### config.mk
export PLATFORM = sky130hd
export DESIGN_NAME = ib_mul_qs_sched_flat
export DESIGN_NICKNAME = d
export VERILOG_FILES = /design/src/rtl/ib_mul_pkg.sv /design/src/rtl/ib_mul_qs_sched_if.sv /design/src/rtl/ib_mul_qs_sq9.sv /design/src/rtl/ib_mul_qs_sched.sv /design/src/flat_wrapper.sv
export SDC_FILE = /design/constraint.sdc
export NUM_CORES = 1
export LEC_CHECK = 0
export CAP_MARGIN = 20
export CORE_MARGIN = 3
export CORE_UTILIZATION = 45
export CTS_CLUSTER_DIAMETER = 40
export CTS_CLUSTER_SIZE = 14
export DETAILED_ROUTE_END_ITERATION = 8
export GPL_ROUTABILITY_DRIVEN = 0
export GPL_TIMING_DRIVEN = 1
export PLACE_DENSITY_LB_ADDON = 0.2
export REMOVE_ABC_BUFFERS = 1
export SYNTH_ARGS = -nofsm -noshare
export SYNTH_HDL_FRONTEND = slang
export SYNTH_SLANG_ARGS = --single-unit
### constraint.sdc
create_clock -name i_clk -period 7.7 [get_ports i_clk]
set_clock_uncertainty 0.15 [all_clocks]
set_input_delay 1.155 -clock i_clk [delete_from_list [all_inputs] [get_ports i_clk]]
set_output_delay 1.155 -clock i_clk [all_outputs]
set_load 0.03 [all_outputs]
### src/rtl/ib_mul_pkg.sv
// Shared definitions for the quarter-square multiply scheduler.
//   - mul_state_e : scheduler FSM encoding (2 bits)
//   - MUL_OP_W    : operand width
//   - MUL_SQ_W    : squarer input width (holds a+b up to 510)
//   - MUL_RES_W   : product / squarer output width
package ib_mul_pkg;

    localparam int MUL_OP_W  = 8;
    localparam int MUL_SQ_W  = 9;
    localparam int MUL_RES_W = 16;

    typedef enum logic [1:0] {
        IDLE   = 2'd0,
        SQ_SUM = 2'd1,
        SQ_DIF = 2'd2,
        RESP   = 2'd3
    } mul_state_e;

endpackage

### src/rtl/ib_mul_qs_sched_if.sv
// Request/response bundle between the requester fabric and ib_mul_qs_sched.
//   i_req_valid / o_req_ready : per-requester handshake (ready one-hot or zero)
//   i_req_a / i_req_b         : packed operands, requester k at [8k+7:8k]
//   o_rsp_valid / i_rsp_ready : product handshake
//   o_rsp_c / o_rsp_id        : product and issuing requester index
//   o_busy                    : scheduler not idle
// master = requester/consumer side, slave = scheduler side.
interface ib_mul_qs_sched_if #(
    parameter int N_REQ = 4
);
    import ib_mul_pkg::*;

    localparam int ID_W = $clog2(N_REQ);

    logic [N_REQ-1:0]          i_req_valid;
    logic [N_REQ-1:0]          o_req_ready;
    logic [MUL_OP_W*N_REQ-1:0] i_req_a;
    logic [MUL_OP_W*N_REQ-1:0] i_req_b;
    logic                      o_rsp_valid;
    logic                      i_rsp_ready;
    logic [MUL_RES_W-1:0]      o_rsp_c;
    logic [ID_W-1:0]           o_rsp_id;
    logic                      o_busy;

    modport master (
        output i_req_valid, i_req_a, i_req_b, i_rsp_ready,
        input  o_req_ready, o_rsp_valid, o_rsp_c, o_rsp_id, o_busy
    );

    modport slave (
        input  i_req_valid, i_req_a, i_req_b, i_rsp_ready,
        output o_req_ready, o_rsp_valid, o_rsp_c, o_rsp_id, o_busy
    );

endinterface

### src/rtl/ib_mul_qs_sq9.sv
// Shared quarter-squarer: y = (x*x) >> 2.
//   x : 9-bit unsigned input
//   y : 16-bit result (max 510^2/4 = 65025 fits exactly)
module ib_mul_qs_sq9
    import ib_mul_pkg::*;
(
    input  logic [MUL_SQ_W-1:0]  x,
    output logic [MUL_RES_W-1:0] y
);

    logic [2*MUL_SQ_W-1:0] sq;

    assign sq = {{MUL_SQ_W{1'b0}}, x} * {{MUL_SQ_W{1'b0}}, x};
    assign y  = MUL_RES_W'(sq >> 2);

endmodule

### src/rtl/ib_mul_qs_sched.sv
// Round-robin scheduler sharing one quarter-square multiplier among N_REQ
// requesters. a*b = floor((a+b)^2/4) - floor((a-b)^2/4), computed with a
// single squarer over two cycles.
// Ports:
//   i_clk  : clock
//   i_nrst : synchronous active-low reset
//   bus    : ib_mul_qs_sched_if.slave (request/response handshakes, o_busy)
// Build option: IB_MUL_QS_SCHED_ZERO_SKIP_EN -- when defined, a zero operand
// jumps straight from IDLE to RESP with a zero product.
//
// state  | meaning
// IDLE   | waiting; round-robin grant offered on o_req_ready
// SQ_SUM | acc <= (a+b)^2/4
// SQ_DIF | acc <= acc - |a-b|^2/4
// RESP   | product presented until consumer accepts
module ib_mul_qs_sched
    import ib_mul_pkg::*;
#(
    parameter int N_REQ = 4
) (
    input  logic               i_clk,
    input  logic               i_nrst,
    ib_mul_qs_sched_if.slave   bus
);

    localparam int ID_W = $clog2(N_REQ);

    mul_state_e           state, state_nxt;
    logic [ID_W-1:0]      rr_ptr, id_q, grant_id;
    logic                 grant_vld, accept;
    logic [MUL_OP_W-1:0]  ops_a [N_REQ];
    logic [MUL_OP_W-1:0]  ops_b [N_REQ];
    logic [MUL_OP_W-1:0]  a_q, b_q;
    logic [MUL_RES_W-1:0] acc, sq_out;
    logic [MUL_SQ_W-1:0]  sq_in;

    always_comb begin
        for (int k = 0; k < N_REQ; k++) begin
            ops_a[k] = bus.i_req_a[MUL_OP_W*k +: MUL_OP_W];
            ops_b[k] = bus.i_req_b[MUL_OP_W*k +: MUL_OP_W];
        end
    end

    // Rotating priority search starting at rr_ptr.
    always_comb begin
        int idx;
        idx       = 0;
        grant_vld = 1'b0;
        grant_id  = '0;
        for (int i = 0; i < N_REQ; i++) begin
            idx = int'(rr_ptr) + i;
            if (idx >= N_REQ) idx = idx - N_REQ;
            if (!grant_vld && bus.i_req_valid[idx[ID_W-1:0]]) begin
                grant_vld = 1'b1;
                grant_id  = idx[ID_W-1:0];
            end
        end
    end

    always_comb begin
        bus.o_req_ready = '0;
        if (state == IDLE && i_nrst && grant_vld) bus.o_req_ready[grant_id] = 1'b1;
    end

    assign accept = |bus.o_req_ready;

    always_ff @(posedge i_clk) begin
        if (!i_nrst) state <= IDLE;
        else         state <= state_nxt;
    end

    always_comb begin
        state_nxt = state;
        sq_in     = '0;
        case (state)
            IDLE: begin
                if (accept) begin
`ifdef IB_MUL_QS_SCHED_ZERO_SKIP_EN
                    if (ops_a[grant_id] == '0 || ops_b[grant_id] == '0) state_nxt = RESP;
                    else                                                state_nxt = SQ_SUM;
`else
                    state_nxt = SQ_SUM;
`endif
                end
            end
            SQ_SUM: begin
                sq_in     = {1'b0, a_q} + {1'b0, b_q};
                state_nxt = SQ_DIF;
            end
            SQ_DIF: begin
                // Absolute difference; a wrapped subtraction would square the wrong value.
                sq_in     = (a_q >= b_q) ? {1'b0, a_q - b_q} : {1'b0, b_q - a_q};
                state_nxt = RESP;
            end
            RESP: begin
                if (bus.i_rsp_ready) state_nxt = IDLE;
            end
            default: state_nxt = IDLE;
        endcase
    end

    ib_mul_qs_sq9 u_sq9 (
        .x (sq_in),
        .y (sq_out)
    );

    always_ff @(posedge i_clk) begin
        if (!i_nrst) begin
            a_q    <= '0;
            b_q    <= '0;
            id_q   <= '0;
            acc    <= '0;
            rr_ptr <= '0;
        end else begin
            case (state)
                IDLE: begin
                    if (accept) begin
                        a_q  <= ops_a[grant_id];
                        b_q  <= ops_b[grant_id];
                        id_q <= grant_id;
                        acc  <= '0;
                    end
                end
                SQ_SUM: acc <= sq_out;
                // Floor terms cancel: a+b and |a-b| always share parity.
                SQ_DIF: acc <= acc - sq_out;
                RESP: begin
                    if (bus.i_rsp_ready)
                        rr_ptr <= (id_q == ID_W'(N_REQ - 1)) ? '0 : id_q + 1'b1;
                end
                default: ;
            endcase
        end
    end

    assign bus.o_rsp_valid = (state == RESP);
    assign bus.o_rsp_c     = acc;
    assign bus.o_rsp_id    = id_q;
    assign bus.o_busy      = (state != IDLE);

endmodule
### src/flat_wrapper.sv
// flat-port wrapper written by rule: the top's interface ports become plain ports
module ib_mul_qs_sched_flat import ib_mul_pkg::*;
#(
    parameter int N_REQ = 4
)
  (i_clk, i_nrst, bus_i_req_valid, bus_i_req_a, bus_i_req_b, bus_i_rsp_ready, bus_o_req_ready, bus_o_rsp_valid, bus_o_rsp_c, bus_o_rsp_id, bus_o_busy);
  ib_mul_qs_sched_if #(.N_REQ(N_REQ)) bus_i ();
  input  logic i_clk;
  input  logic i_nrst;
  input wire logic [$bits(bus_i.i_req_valid)-1:0] bus_i_req_valid;
  input wire logic [$bits(bus_i.i_req_a)-1:0] bus_i_req_a;
  input wire logic [$bits(bus_i.i_req_b)-1:0] bus_i_req_b;
  input wire logic [$bits(bus_i.i_rsp_ready)-1:0] bus_i_rsp_ready;
  output wire logic [$bits(bus_i.o_req_ready)-1:0] bus_o_req_ready;
  output wire logic [$bits(bus_i.o_rsp_valid)-1:0] bus_o_rsp_valid;
  output wire logic [$bits(bus_i.o_rsp_c)-1:0] bus_o_rsp_c;
  output wire logic [$bits(bus_i.o_rsp_id)-1:0] bus_o_rsp_id;
  output wire logic [$bits(bus_i.o_busy)-1:0] bus_o_busy;
  assign bus_i.i_req_valid = bus_i_req_valid;
  assign bus_i.i_req_a = bus_i_req_a;
  assign bus_i.i_req_b = bus_i_req_b;
  assign bus_i.i_rsp_ready = bus_i_rsp_ready;
  assign bus_o_req_ready = bus_i.o_req_ready;
  assign bus_o_rsp_valid = bus_i.o_rsp_valid;
  assign bus_o_rsp_c = bus_i.o_rsp_c;
  assign bus_o_rsp_id = bus_i.o_rsp_id;
  assign bus_o_busy = bus_i.o_busy;
  ib_mul_qs_sched #(.N_REQ(N_REQ)) u_core (.i_clk(i_clk), .i_nrst(i_nrst), .bus(bus_i));
endmodule
==> impl_metrics.py <==
metrics = {
    "run_status": {
        "status": "finished, violations left",
        "violations": "negative setup slack",
    },
    "drt": {
        "via_per_inst": 5.459,
        "dr.pass1.iters": 5,
        "routed_wl_um": 18170,
        "drt_iter0_markers": 375,
        "vias": 6131,
        "drc": 0,
        "drtAntennaViolNets": 0,
        "wire_per_inst_um": 16.18,
    },
    "sta": {
        "slew_viol_final": 0,
        "post-route-period-util": 1.073,
        "setup_viol": 9,
        "fin_ws_ns": -0.5629,
        "tightest_slew_ns": 0.9607,
        "fin_crit_ns": 8.263,
        "hold_slack_ns": 0.3443,
        "rsz0062_at_grt": "yes",
        "fmax_ghz": 0.1210,
        "hold_violations": 0,
        "relSlewSlack": 0.3572,
    },
    "placement": {
        "portBuffers": 94,
        "place_ws_ns": -0.8404,
        "placed_area_um2": 7551,
        "hpwlAfterDp_um": 12730,
    },
    "worst_setup_path": {
        "crit_top_cell": "inv_2",
        "slowest_stage": "fa_1",
        "arrival_ns": 8.27,
        "crit_path_end_kind": "flop",
        "cp_data_required_time_ns": 7.71,
        "crit_type": "flop to flop",
        "r2r_cells": 40,
        "worst_setup_path_start_kind": "flop",
        "cp_max_fo": 3,
        "max_stage_delay_ns": 0.57,
    },
    "synthesis": {
        "yosys.area.top_type": "ha_1",
        "ys.flop_type": "dfxtp_1",
        "muxShareOfSynthArea": 0.02044,
        "synth_edf_count": 0,
        "synthXorXnorAreaFrac": 0.04850,
        "yosysTopAreaCellShare": 0.1609,
        "syn-instance-count": 745,
        "syn_area_per_cell_um2": 7.722,
        "synth_fa_ha_area_frac": 0.2967,
        "syn-cell-area_um2": 5753,
        "synth_compound_area_frac": 0.2381,
        "synth_most_common_cell": "inv_1",
        "synth_top_family_by_area": "adder cells",
        "ys_async_sr_fraction": 0,
        "synth_commonest_cells": "inv_1, nor2_1, ha_1, nand2_1, a21oi_1",
        "yosys_warnings": 0,
        "ys_types": 66,
        "synth-simple-area-share": 0.1736,
        "yosysSeqAreaShare": 0.1322,
        "synth-seq-cells": 38,
        "ys_top_cells_by_area": "ha_1, fa_1, dfxtp_1",
    },
    "floorplanning": {
        "die-area_um2": 14180,
        "placementRows": 40,
        "core_area_um2": 12260,
        "initial_core_util": 0.4692,
        "die_y_um": 119.1,
        "design.portCount": 95,
        "chipWidth_um": 119.1,
    },
    "power_and_ir_drop": {
        "p_total_mw": 3.798,
        "powerDensity_nw_per_um2": 438.7,
        "p_comb_frac": 0.865,
        "sw_frac_of_total": 0.4670,
        "sequentialPowerShare": 0.070,
        "p_sw_mw": 1.773,
        "clkPwrFrac": 0.065,
        "leakage_nw": 3.858,
        "internal_power_mw": 2.024,
        "ir_drop_mv": 0.2692,
    },
    "clock_tree": {
        "htreeDepth": 2,
        "cts_tree": "yes",
        "cts_made_buffers": 5,
        "cts.sinks": 38,
        "ctsLongestPathBuffers": 2,
        "path_clk_slew_ns": 0.06,
        "clk_latency_ns": 0.30,
        "cts_root_buf": "clkbuf_16",
        "ctsHoldBuffers": 0,
    },
    "grt": {
        "grt_pass1_vias": 6057,
        "use_met1": 0.2714,
        "antenna_found_initial": 0,
        "globalRouteMet3Util": 0.02849,
        "use_met2": 0.4479,
        "busiest_layer": "met2",
        "grt_max_degree": 37,
        "grt_pass1_wl_um": 27920,
        "grt.total_usage": 0.2342,
        "grt_overflow_total": 0,
    },
    "cells_and_area": {
        "stdcell_area_um2": 8657,
        "drive_above_1_share": 0.2733,
        "fin_nets": 1139,
        "fill_cells": 940,
        "syn2layout_area_growth_pct": 50.48,
        "antenna_cells": 0,
    },
    "hold_path": {
        "holdPathStages": 2,
        "min_path_type": "flop to flop",
    },
    "flow_run": {
        "max_cap_violations": 0,
    },
}
==> per-layer routing <==
| metal | vias up | wire length (um) | part of all wire |
|---|---|---|---|
| met4 | 0 | 546 | 0.030 |
| met5 | - | 0 | 0 |
| met1 | 2916 | 6991 | 0.38 |
| li1 | 2952 | - | - |
| met2 | 207 | 9845 | 0.54 |
| met3 | 56 | 783 | 0.043 |
==> placed cells by master, fill, tap and decap left out, drive strengths merged, types with 11 or more instances in the layout <==
cell and n:
clkdlybuf4s50 94, a311oi 18, a21oi 54, xnor2 21, buf 140, nand2 69, nor2 85, and2 18
fa 39, ha 74, a211oi 19, dfxtp 38, o21ai 32, inv 101, nor3 11
==> timing repair <==
| action | 4_1_cts | 5_1_grt |
|---|---|---|
| gates resized for setup | 63 | 84 |
| setup buffers | 21 | 22 |
| pin swaps | 55 | 81 |
| endpoints found under the setup margin | 9 | 10 |
==> sequential cells by signal, summed over array words and instances, names as in the netlist <==
name	flops
u_core.a_q	8
u_core.b_q	8
u_core.rr_ptr	2
u_core.state	2
u_core.bus.o_rsp_id	2
u_core.bus.o_rsp_c	16
==> cells by family (layout without fill, tap and decap cells) <==
family	count (synthesis)	in the layout
muxes	11	11
buffers and inverters	132	342
adders and majority gates	113	113
and+or+nand+nor	222	222
AOI/OAI and AO/OA	198	198
DFF	38	38
xor gates and xnor gates	31	31
==> power groups by stage <==
stage | Combinational [mW] | Sequential, mW | Clock (mW)
3_5_place_dp | 2.33 | 0.267 | 0
6_report | 3.29 | 0.266 | 0.246
5_1_grt | 3.52 | 0.272 | 0.256
3_3_place_gp | 2.27 | 0.265 | 0
4_1_cts | 2.69 | 0.264 | 0.248
2_1_floorplan | 1.47 | 0.286 | 0
==> final timing paths <==
check                                      from                             endpoint  slack (ns)
max                  u_core.a_q[0]$_SDFFE_PN0P_  u_core.bus.o_rsp_c[14]$_SDFFE_PN0P_       -0.56
min          u_core.bus.o_rsp_c[1]$_SDFFE_PN0P_   u_core.bus.o_rsp_c[1]$_SDFFE_PN0P_        0.34
max reg2reg          u_core.a_q[0]$_SDFFE_PN0P_  u_core.bus.o_rsp_c[14]$_SDFFE_PN0P_       -0.56
min reg2reg  u_core.bus.o_rsp_c[1]$_SDFFE_PN0P_   u_core.bus.o_rsp_c[1]$_SDFFE_PN0P_        0.34
==> critical path, delay by kind of cell (launching register included) <==
kind                       cells  cell delay [ns]
muxes                          1             0.25
AOI/OAI and AO/OA             14             2.51
buffers and inverters         11             0.92
DFF                            1             0.32
adders and majority gates      8             3.10
and+or+nand+nor                3             0.34
xor gates and xnor gates       3             0.52
==> cell type report <==
class | count | area [um^2] | area share
clock buffer | 6 | 138.9 | 0.01604
clock inverter | 1 | 30.03 | 0.003469
inverter | 101 | 381.6 | 0.04408
multi-input combinational | 575 | 5067 | 0.5853
sequential | 38 | 763.2 | 0.08816
tap | 168 | 210.2 | 0.02428
timing repair buffer | 234 | 2066 | 0.2386
==> metrics by stage <==
| stage | cells | util | setup TNS [ns] |
|---|---|---|---|
| global route | 1123 | 0.7060 | -6.626 |
| CTS | 1106 | 0.6589 | -1.136 |
| floorplan | 714 | - | -3.746 |
| detailed placement | 1078 | 0.6158 | -4.868 |
| global placement | 1078 | 0.6158 | -3.103 |
| finish | 1123 | 0.7060 | -3.427 |
No activity file was read; power rests on OpenSTA's default activity.
